--- src/rtl/bit_count_seq.sv ---
// Sequential population counter: counts zero or one bits of a DATA_W word,
// CHUNK_W bits per cycle, with valid/ready handshakes on input and result.
module bit_count_seq #(
   parameter int DATA_W  = 32,
   parameter int CHUNK_W = 8
) (
   input  logic                         clk_i,
   input  logic                         rst_ni,
   input  logic                         in_valid_i,
   output logic                         in_ready_o,
   input  logic [DATA_W-1:0]            in_data_i,
   input  logic                         in_mode_i,
   output logic                         out_valid_o,
   input  logic                         out_ready_i,
   output logic [$clog2(DATA_W+1)-1:0]  out_count_o,
   output logic                         out_all_o,
   output logic                         out_none_o
);

   localparam int NCHUNK = DATA_W / CHUNK_W;
   localparam int CNT_W  = $clog2(DATA_W + 1);
   localparam int IDX_W  = (NCHUNK > 1) ? $clog2(NCHUNK) : 1;

   typedef enum logic [1:0] {
      IDLE = 2'd0,
      RUN  = 2'd1,
      DONE = 2'd2
   } state_t;

   state_t              state_q, state_d;
   logic [DATA_W-1:0]   data_q, data_d;
   logic                mode_q, mode_d;
   logic [IDX_W-1:0]    idx_q, idx_d;
   logic [CNT_W-1:0]    acc_q, acc_d;
   logic [CNT_W-1:0]    count_q, count_d;
   logic                all_q, all_d;
   logic                none_q, none_d;

   logic [DATA_W-1:0]   shifted;
   logic [CHUNK_W-1:0]  match;
   logic [CNT_W-1:0]    chunk_cnt;
   logic [CNT_W-1:0]    acc_sum;
   logic                last_chunk;

   // Select the current chunk and count the bits that agree with the latched mode
   // (mode 0 inverts the chunk so zeros are counted as ones).
   always_comb begin
      shifted   = data_q >> (idx_q * CHUNK_W);
      match     = shifted[CHUNK_W-1:0] ^ {CHUNK_W{~mode_q}};
      chunk_cnt = '0;
      for (int i = 0; i < CHUNK_W; i++) begin
         chunk_cnt = chunk_cnt + CNT_W'(match[i]);
      end
      acc_sum    = acc_q + chunk_cnt;
      last_chunk = (idx_q == IDX_W'(NCHUNK - 1));
   end

   always_comb begin
      state_d = state_q;
      data_d  = data_q;
      mode_d  = mode_q;
      idx_d   = idx_q;
      acc_d   = acc_q;
      count_d = count_q;
      all_d   = all_q;
      none_d  = none_q;
      case (state_q)
         IDLE: begin
            if (in_valid_i) begin
               data_d  = in_data_i;
               mode_d  = in_mode_i;
               acc_d   = '0;
               idx_d   = '0;
               state_d = RUN;
            end
         end
         RUN: begin
            acc_d = acc_sum;
            // Index resets on the final chunk rather than wrapping, so it never
            // needs to represent NCHUNK.
            if (last_chunk) begin
               idx_d   = '0;
               count_d = acc_sum;
               all_d   = (acc_sum == CNT_W'(DATA_W));
               none_d  = (acc_sum == '0);
               state_d = DONE;
            end else begin
               idx_d = idx_q + IDX_W'(1);
            end
         end
         DONE: begin
            if (out_ready_i) begin
               state_d = IDLE;
            end
         end
         default: state_d = IDLE;
      endcase
   end

   always_ff @(posedge clk_i) begin
      if (!rst_ni) begin
         state_q <= IDLE;
         data_q  <= '0;
         mode_q  <= 1'b0;
         idx_q   <= '0;
         acc_q   <= '0;
         count_q <= '0;
         all_q   <= 1'b0;
         none_q  <= 1'b0;
      end else begin
         state_q <= state_d;
         data_q  <= data_d;
         mode_q  <= mode_d;
         idx_q   <= idx_d;
         acc_q   <= acc_d;
         count_q <= count_d;
         all_q   <= all_d;
         none_q  <= none_d;
      end
   end

   assign in_ready_o  = (state_q == IDLE);
   assign out_valid_o = (state_q == DONE);
   assign out_count_o = count_q;
   assign out_all_o   = all_q;
   assign out_none_o  = none_q;

endmodule

--- config.mk ---
export PLATFORM = sky130hd
export DESIGN_NAME = bit_count_seq
export DESIGN_NICKNAME = d
export VERILOG_FILES = /design/src/rtl/bit_count_seq.sv
export SDC_FILE = /design/constraint.sdc
export NUM_CORES = 1
export LEC_CHECK = 0
export CAP_MARGIN = 20
export CORE_MARGIN = 5
export CORE_UTILIZATION = 57
export CTS_BUF_LIST = sky130_fd_sc_hd__clkbuf_8
export CTS_CLUSTER_SIZE = 40
export DETAILED_ROUTE_END_ITERATION = 7
export PLACE_DENSITY = 0.87
export SLEW_MARGIN = 15
export SYNTH_ARGS = -nofsm -noshare
export SYNTH_HDL_FRONTEND = slang
export SYNTH_SLANG_ARGS = --single-unit
export TNS_END_PERCENT = 20
--- constraint.sdc ---
create_clock -name clk_i -period 9.9 [get_ports clk_i]
set_input_delay 2.475 -clock clk_i [delete_from_list [all_inputs] [get_ports clk_i]]
set_output_delay 2.475 -clock clk_i [all_outputs]
set_load 0.05 [all_outputs]
# Word-level counts from Yosys, hierarchy flattened
# Cells that the tools add are included.
[op_classes] add_sub_neg=9 eq_ne=7 n_shift=1 n_mux=9 n_bitwise=2 reduce_logical=7
[ops] op="$shr 32x5->8" count=1
[ops] op="$add 6x1->6" count=2
[ops] op="$pmux 6 s2" count=1
[ops] op="$mux 2" count=5
[ops] op="$xor 8x8->8" count=1
[ops] op="$add 5x1->6" count=1
[ops] op="$add 6x6->6" count=1
[ops] op="$eq 6x6->1 const B" count=1
[ops] op="$logic_not 6->1" count=1
[ops] op="$mux 6" count=1
[ops] op="$pmux 2 s3" count=1
[ops] op="$reduce_and 2->1" count=3
[ops] op="$add 4x1->5" count=1
[ops] op="$add 3x1->4" count=1
[ops] op="$eq 2x2->1 const B" count=2
[ops] op="$ne 2x2->1 const B" count=2
[ops] op="$pmux 2 s2" count=1
[ops] op="$add 2x1->3" count=1
[ops] op="$reduce_and 3->1" count=1
[ops] op="$add 1x1->2" count=1
[ops] op="$add 2x1->2 const B" count=1
[ops] op="$eq 2x1->1 const B" count=1
[ops] op="$logic_not 2->1" count=1
[ops] op="$ne 2x1->1 const B" count=1
[ops] op="other kinds (2)" count=2
[totals] ff_bits=51 in_bits=37 output_inout_bits=10 wordCells=43

# Longest topological paths before layout
# Gate-level depths: netlist of run 1.
[logic_depth] word_depth=11 ltp_mapped=15 mapped_depth_nobuf=14

# Worst setup path after synthesis of run 1
# No wires, ideal clock.
[synth_path] kind="flip-flop to flip-flop" from="register idx_q[0]" to="register all_q, in the netlist out_all_o" setup_time_ns=0.084 arrival_time_ns=4.542 required_time_ns=9.816 path_slack_ns=5.274 path_stages_with_launch=14 n_path_buf=1 period_less_slack_ns=4.626 cell_sequence="dfxtp_1 > buf_2 > mux4_2 > xnor2_1 > fa_1 > fa_1 > inv_1 > fa_1 > fa_1 > inv_1 > fa_1 > nand3b_1 > or4_4 > o31ai_2"
[synth_between] elab_chain_cells=11 word_cells_on_any_way=13 cone_classes="add/sub: 8; eq/ne: 2; shift: 1; bitwise: 1; reduce/logical: 1"
[synth_lines] element="from (decl)" line_no="33" text="logic [IDX_W-1:0] idx_q, idx_d;"
[synth_lines] element="from (signal assigned)" line_no="114" text="idx_q <= idx_d;"
[synth_lines] element="$shr 32x5->8 *" line_no="48" text="shifted = data_q >> (idx_q * CHUNK_W);"
[synth_lines] element="$xor 8x8->8 *" line_no="49" text="match = shifted[CHUNK_W-1:0] ^ {CHUNK_W{~mode_q}};"
[synth_lines] element="$add 1x1->2" line_no="52" text="chunk_cnt = chunk_cnt + CNT_W'(match[i]);"
[synth_lines] element="$add 2x1->3" line_no="52"
[synth_lines] element="$add 3x1->4" line_no="52"
[synth_lines] element="$add 4x1->5" line_no="52"
[synth_lines] element="$add 5x1->6" line_no="52"
[synth_lines] element="$add 6x1->6" line_no="52"
[synth_lines] element="$add 6x1->6 *" line_no="52"
[synth_lines] element="$add 6x6->6 *" line_no="54" text="acc_sum = acc_q + chunk_cnt;"
[synth_lines] element="named net acc_sum[1]" line_no="42" text="logic [CNT_W-1:0] acc_sum;"
[synth_lines] element="$eq 6x6->1 *" line_no="84" text="all_d = (acc_sum == CNT_W'(DATA_W));"
[synth_lines] element="to (signal assigned)" line_no="117" text="all_q <= all_d;"
[synth_lines] element="to (decl)" line_no="36" text="logic all_q, all_d;"
# Mark *: on every way through the listed nets, which the timed path passes. The rest lies on a longest branch.
# A chain may end at the register's enable or synchronous reset.

# Final worst setup path of run 1
[layout_path] from="register idx_q[0]" to="register all_q, in the netlist out_all_o"
[layout_between] elab_chain_cells=11 word_cells_on_any_way=13 cone_classes="add/sub: 8; eq/ne: 2; shift: 1; bitwise: 1; reduce/logical: 1"
[layout_lines] element="$shr 32x5->8" line_no="48"
[layout_lines] element="$xor 8x8->8" line_no="49"
[layout_lines] element="$add 1x1->2" line_no="52"
[layout_lines] element="$add 2x1->3" line_no="52"
[layout_lines] element="$add 3x1->4" line_no="52"
[layout_lines] element="$add 4x1->5" line_no="52"
[layout_lines] element="$add 5x1->6" line_no="52"
[layout_lines] element="$add 6x1->6 (2 in series)" line_no="52"
[layout_lines] element="$add 6x6->6" line_no="54"
[layout_lines] element="$eq 6x6->1" line_no="84"
# Parallel ways exist; a longest one is shown, timed or not.

==> flow_summary.yaml, run 1 <==
outcome:
  outcome: "finished, final reports clean"
timing:
  period_minus_slack_ns: 5.01
  rsz0062_at_grt: "no"
  relSlewSlack: 0.551
  tightest_slew_ns: 0.673
  skew_ns: 0.00491
  finalMaxSlewViolations: 0
  finalCritPeriodShare: 0.506
  setup_viol: 0
  fin_tns_setup_ns: 0
  finalHoldViolations: 0
  max_freq_ghz: 0.200
  fin_hold_ws_ns: 0.459
drt:
  wl_per_cell_um: 14.5
  drc: 0
  drtIter0Drc: 216
  antenna_left: 0
  viasPerCell: 5.54
  dr.pass1.iters: 4
  via_count: 2022
  drt_wl_total_um: 5280
clock_network:
  cts_inserted_buffers: 5
  post_cts_resize_count: 0
  clock-root-buffer: "clkbuf_8"
  htreeDepth: 2
  cts_tree: "yes"
  cts.clk_slew.worst_paths_ns: 0.09
  clk_path_buf_depth: 2
  ctsHoldBuffers: 0
  clock_sinks: 51
  clk_latency_ns: 0.30
  post-cts-setup-buffers: 0
floorplan:
  initial_utilization: 0.592
  rows: 23
  die_y_um: 74.7
  core_um2: 4030
  die_x_um: 74.7
  num_io_pins: 47
  dieArea_um2: 5570
worst_setup_path:
  cp-start-kind: "flop"
  r2r_setup_slack_ns: 4.89
  timing.rr.end: "out_all_o"
  critPathArrivalTime_ns: 5.24
  reg2regPathDepth: 14
  crit_path_max_fanout: 11
  critPathCaptureType: "flop"
  startpoint: "idx_q[0]"
  rr_startpoint: "idx_q[0]"
  worstSetupPathType: "reg -> reg"
  required_ns: 10.13
finish:
  antenna_cells: 0
  drive_gt1_frac: 0.0794
  nets: 363
  syn_to_final_growth_pct: 24.6
  fillers: 284
job:
  drv_cap: 0
global_route:
  grt_max_degree: 42
  grt_usage: 0.203
  grt_pass1_wl_um: 8650
  grt_overflow_total: 0
  grt_pass1_vias: 1974
  antenna_found_initial: 0
synthesis:
  synthArstFlopShare: 0
  synth_common_cells: "nand2_1 (81), dfxtp_1 (51), a21oi_1 (45), clkbuf_1 (13)"
  synth_fp_nets: 326
  yosysWarnings: 0
  syn_inst: 277
  synth.most_common_cell: "nand2_1"
  synth_area_um2: 2380
  yosys.area.top_type: "dfxtp_1"
  synth-seq-cells: 51
  synth.distinct_cells: 35
  syn_avg_cell_area_um2: 8.60
  ys_seq_area_frac: 0.428
  synth_top_area_share: 0.428
  synth_ff_type: "dfxtp_1"
  ys_top_cells_by_area: "dfxtp_1 (43%), nand2_1 (13%), a21oi_1 (9.4%)"
  synth-edff-count: 0
placed_design:
  dp_hpwl_um: 3820
  numPortBuffers: 46
  gp_congestion: 0.872
power_and_ir_drop:
  p_per_area_nw_per_um2: 195
  ir_drop_v: 0.0000993
  p_leak_nw: 1.13
min_path:
  min_to: "out_count_o[5]"
  hp-start: "out_count_o[5]"
  hold_path_depth: 2
  min_path_type: "reg -> reg"
-- sequential cells by signal (all words and copies together), names as in the netlist --
name,count
out_count_o,6
idx_q,2
mode_q,1
data_q,32
out_none_o,1
out_all_o,1
acc_q,6
state_q,2
-- per-stage QoR --
stage | utilization | area [um^2] | setup WS, ns | power, W | std cells
3_3_place_gp | 0.705 | 2840 | 5.07 | 0.000424 | 356
3_5_place_dp | 0.705 | 2840 | 4.94 | 0.000435 | 356
4_1_cts | 0.733 | 2950 | 4.87 | 0.000575 | 364
6_report | 0.737 | 2970 | 4.89 | 0.000578 | 365
5_1_grt | 0.737 | 2970 | 4.64 | 0.000614 | 365
2_1_floorplan | - | 2380 | 5.27 | 0.000384 | 277
-- logic make-up after synthesis --
group | share of synthesized area
compound gates | 0.133
xor+xnor | 0.0404
fa+ha+maj | 0.0787
buf+inv | 0.0415
flops | 0.428
mux | 0.0756
simple gates | 0.202
-- critical path: stages, from the launching register on --
cell and delay, ns:
dfxtp_1 0.72, mux4_2 0.61, xnor2_1 0.23, fa_1 0.48, fa_1 0.55, inv_1 0.05
fa_1 0.56, fa_1 0.22, inv_1 0.06, fa_1 0.40, nand3_1 0.10, nand2_1 0.07
xor2_1 0.18, or4_4 0.53, o31ai_2 0.17
-- routing by layer --
metal / up-vias / share of wire / global-route usage
li1: 999 / - / -
met1: 951 / 0.41 / 0.254
met2: 64 / 0.51 / 0.350
met3: 8 / 0.056 / 0.0374
met4: 0 / 0.018 / 0.0751
met5: - / 0 / 0
-- where the power goes --
group          leakage [nW]  internal, W  switching, W
combinational         0.658    0.0000898      0.000112
clock                0.0581    0.0000753     0.0000682
sequential            0.417     0.000220     0.0000118
total                  1.13     0.000385      0.000192
-- final cells by class --
class                      count  area (um^2)  share of cell area
clock buffer                   5         68.8              0.0232
clock inverter                 3         43.8              0.0147
inverter                       5         18.8             0.00632
multi-input combinational    202         1260               0.426
sequential                    51         1020               0.344
tap                           50         62.6              0.0211
timing repair buffer          49          490               0.165
-- worst max path at each step --
| stage | to | slack [ns] | depth (start not counted) |
|---|---|---|---|
| 2_1_floorplan | out_all_o | 5.27 | 13 |
| 3_3_place_gp | out_all_o | 5.07 | 12 |
| 3_5_place_dp | out_all_o | 4.94 | 14 |
| 4_1_cts | out_all_o | 4.87 | 14 |
| 5_1_grt | out_all_o | 4.64 | 14 |
| 6_report | out_all_o | 4.89 | 14 |
-- cell usage in the layout (no fill, tap or decap), drive strengths merged, types with 4 or more instances in the layout --
master	count
a21oi	46
fa	5
dfxtp	51
clkdlybuf4s50	46
mux4	8
xnor2	4
nand2	82
ha	7
nand3	9
inv	5
nor2	9
o21ai	5
xor2	7
clkbuf	5
(Power assumes the default switching activity.)
==> run 2: changes to the inputs <==
--- a/config.mk
+++ b/config.mk
@@ -7,11 +7,11 @@
 export LEC_CHECK = 0
 export CAP_MARGIN = 20
 export CORE_MARGIN = 5
-export CORE_UTILIZATION = 57
+export CORE_UTILIZATION = 53
 export CTS_BUF_LIST = sky130_fd_sc_hd__clkbuf_8
 export CTS_CLUSTER_SIZE = 40
 export DETAILED_ROUTE_END_ITERATION = 7
-export PLACE_DENSITY = 0.87
+export PLACE_DENSITY = 0.82
 export SLEW_MARGIN = 15
 export SYNTH_ARGS = -nofsm -noshare
 export SYNTH_HDL_FRONTEND = slang
==> constraint.sdc (replaced) <==
create_clock -name clk_i -period 4.9 [get_ports clk_i]
set_input_delay 1.225 -clock clk_i [delete_from_list [all_inputs] [get_ports clk_i]]
set_output_delay 1.225 -clock clk_i [all_outputs]
set_load 0.05 [all_outputs]
==> flow_summary.yaml, run 2 (same netlist as run 1, synthesis figures left out) <==
timing:
  finalCritPeriodShare: 0.944
  rsz0062_at_grt: "no"
  period_minus_slack_ns: 4.63
  fin_tns_setup_ns: 0
  max_freq_ghz: 0.216
  relSlewSlack: 0.667
  skew_ns: 0.00500
  finalHoldViolations: 0
  tightest_slew_ns: 0.498
  final.setup.worst_slack_ns: 0.272
  setup_viol: 0
  finalMaxSlewViolations: 0
finish:
  largest_register_ffs: 32
  most-common-layout-cells: "nand2_1 (81), dfxtp_1 (50), clkdlybuf4s50_1 (46)"
  top_register: "data_q"
  drive_gt1_frac: 0.0912
  antenna_cells: 0
  multiInputGateArea_um2: 1260
  finish.utilization: 0.686
  seq_area_um2: 1020
  fillers: 343
  nets: 366
  final_common_cell: "nand2_1"
  syn_to_final_growth_pct: 25.3
global_route:
  antenna_found_initial: 0
  grt_pass1_vias: 1914
  grt_pass1_wl_um: 8470
  grt_max_degree: 42
  grt_overflow_total: 0
  grt_usage: 0.176
clock_network:
  clock-root-buffer: "clkbuf_8"
  cts_tree: "yes"
  cts.clk_slew.worst_paths_ns: 0.09
  cts_inserted_buffers: 5
  htreeDepth: 2
  clk_latency_ns: 0.30
  clk_path_buf_depth: 2
  clock_sinks: 51
floorplan:
  dieArea_um2: 5940
  initial_utilization: 0.547
  die_y_um: 77.1
  die_x_um: 77.1
  num_io_pins: 47
  rows: 24
  core_um2: 4350
drt:
  wl_met3_um: 212
  wl_met1_um: 2310
  dr.pass1.iters: 4
  drt_wl_total_um: 5270
  drtIter0Drc: 181
  viasPerCell: 5.30
  drc: 0
  wl_per_cell_um: 14.2
  dr_wl_met2_um: 2690
  routed.top_layer: "met4"
  antenna_left: 0
  via_count: 1962
worst_setup_path:
  required_ns: 5.12
  worst-path-buf-inv: 2
  cpMostUsedCell: "fa_1"
  crit_slowest_cell: "fa_1"
  crit_chain: "mux4_2 -> xnor2_1 -> fa_1 -> fa_1 -> inv_1 -> fa_1 -> fa_1 -> inv_1 -> fa_1 -> nand3_1 -> nand2_1 -> xor2_1 -> or4_4 -> o31ai_2"
  crit_path_max_fanout: 6
  cp-start-kind: "flop"
  critPathCaptureType: "flop"
  crit_family: "adder cells"
  critPathArrivalTime_ns: 4.85
  worstSetupPathType: "reg -> reg"
  crit_path_max_incr_delay_ns: 0.57
power_and_ir_drop:
  switching_share: 0.337
  p_per_area_nw_per_um2: 383
  p_clk_frac: 0.231
  sequentialPowerShare: 0.406
  p_sw_w: 0.000385
  internal_power_w: 0.000759
  p_leak_nw: 1.14
  combPwrFrac: 0.363
  ir_drop_v: 0.000221
outcome:
  outcome: "finished, final reports clean"
placed_design:
  numPortBuffers: 46
  gp_congestion: 0.828
  dp_hpwl_um: 3890
  dp_slack_ns: 0.179
job:
  drv_cap: 0
min_path:
  min_path_type: "reg -> reg"
[run 2: worst min-delay path: cells and delay by family, from the launching register on]
family | cells | cell delay (ns)
AOI/OAI and AO/OA | 1 | 0.05
DFF | 1 | 0.32
and+or+nand+nor | 1 | 0.05
[run 2: layer usage]
layer	vias up	track usage
met5	-	0
met4	0	0.0533
met3	5	0.0328
met2	40	0.306
met1	913	0.220
li1	1004	-
[run 2: final timing paths]
check,from,end,slack [ns],cells past startpoint
max,idx_q[0],out_all_o,0.27,14
min,data_q[24],data_q[24],0.45,2
max reg2reg,idx_q[0],out_all_o,0.27,14
min reg2reg,data_q[24],data_q[24],0.45,2
[run 2: power by group through the flow]
stage                     Sequential [W]  Clock (W)  Combinational [W]
after global placement          0.000473          0           0.000394
final                           0.000465   0.000264           0.000415
after global routing            0.000469   0.000289           0.000462
after floorplan                 0.000467          0           0.000310
after detailed placement        0.000474          0           0.000412
after CTS                       0.000465   0.000269           0.000414
[run 2: cell type report]
cell class / instances / share of cell area
multi-input combinational: 202 / 0.423
sequential: 51 / 0.342
timing repair buffer: 52 / 0.172
clock buffer: 7 / 0.0323
tap: 52 / 0.0218
inverter: 5 / 0.00628
clock inverter: 1 / 0.00251
[run 2: timing repair]
item                       4_1_cts  5_1_grt
resized for setup                0        1
buffers inserted                 0        0
hold buffers                     0        0
setup endpoints to repair        0        2
[run 2: stage by stage]
step                      hold slack [ns]  power (W)  area (um^2)  instances
after floorplan                     0.433   0.000777         2380        277
after global placement              0.441   0.000867         2870        361
after detailed placement            0.447   0.000886         2870        361
after CTS                           0.460    0.00115         2970        369
after global routing                0.480    0.00122         2990        370
final                               0.455    0.00114         2990        370
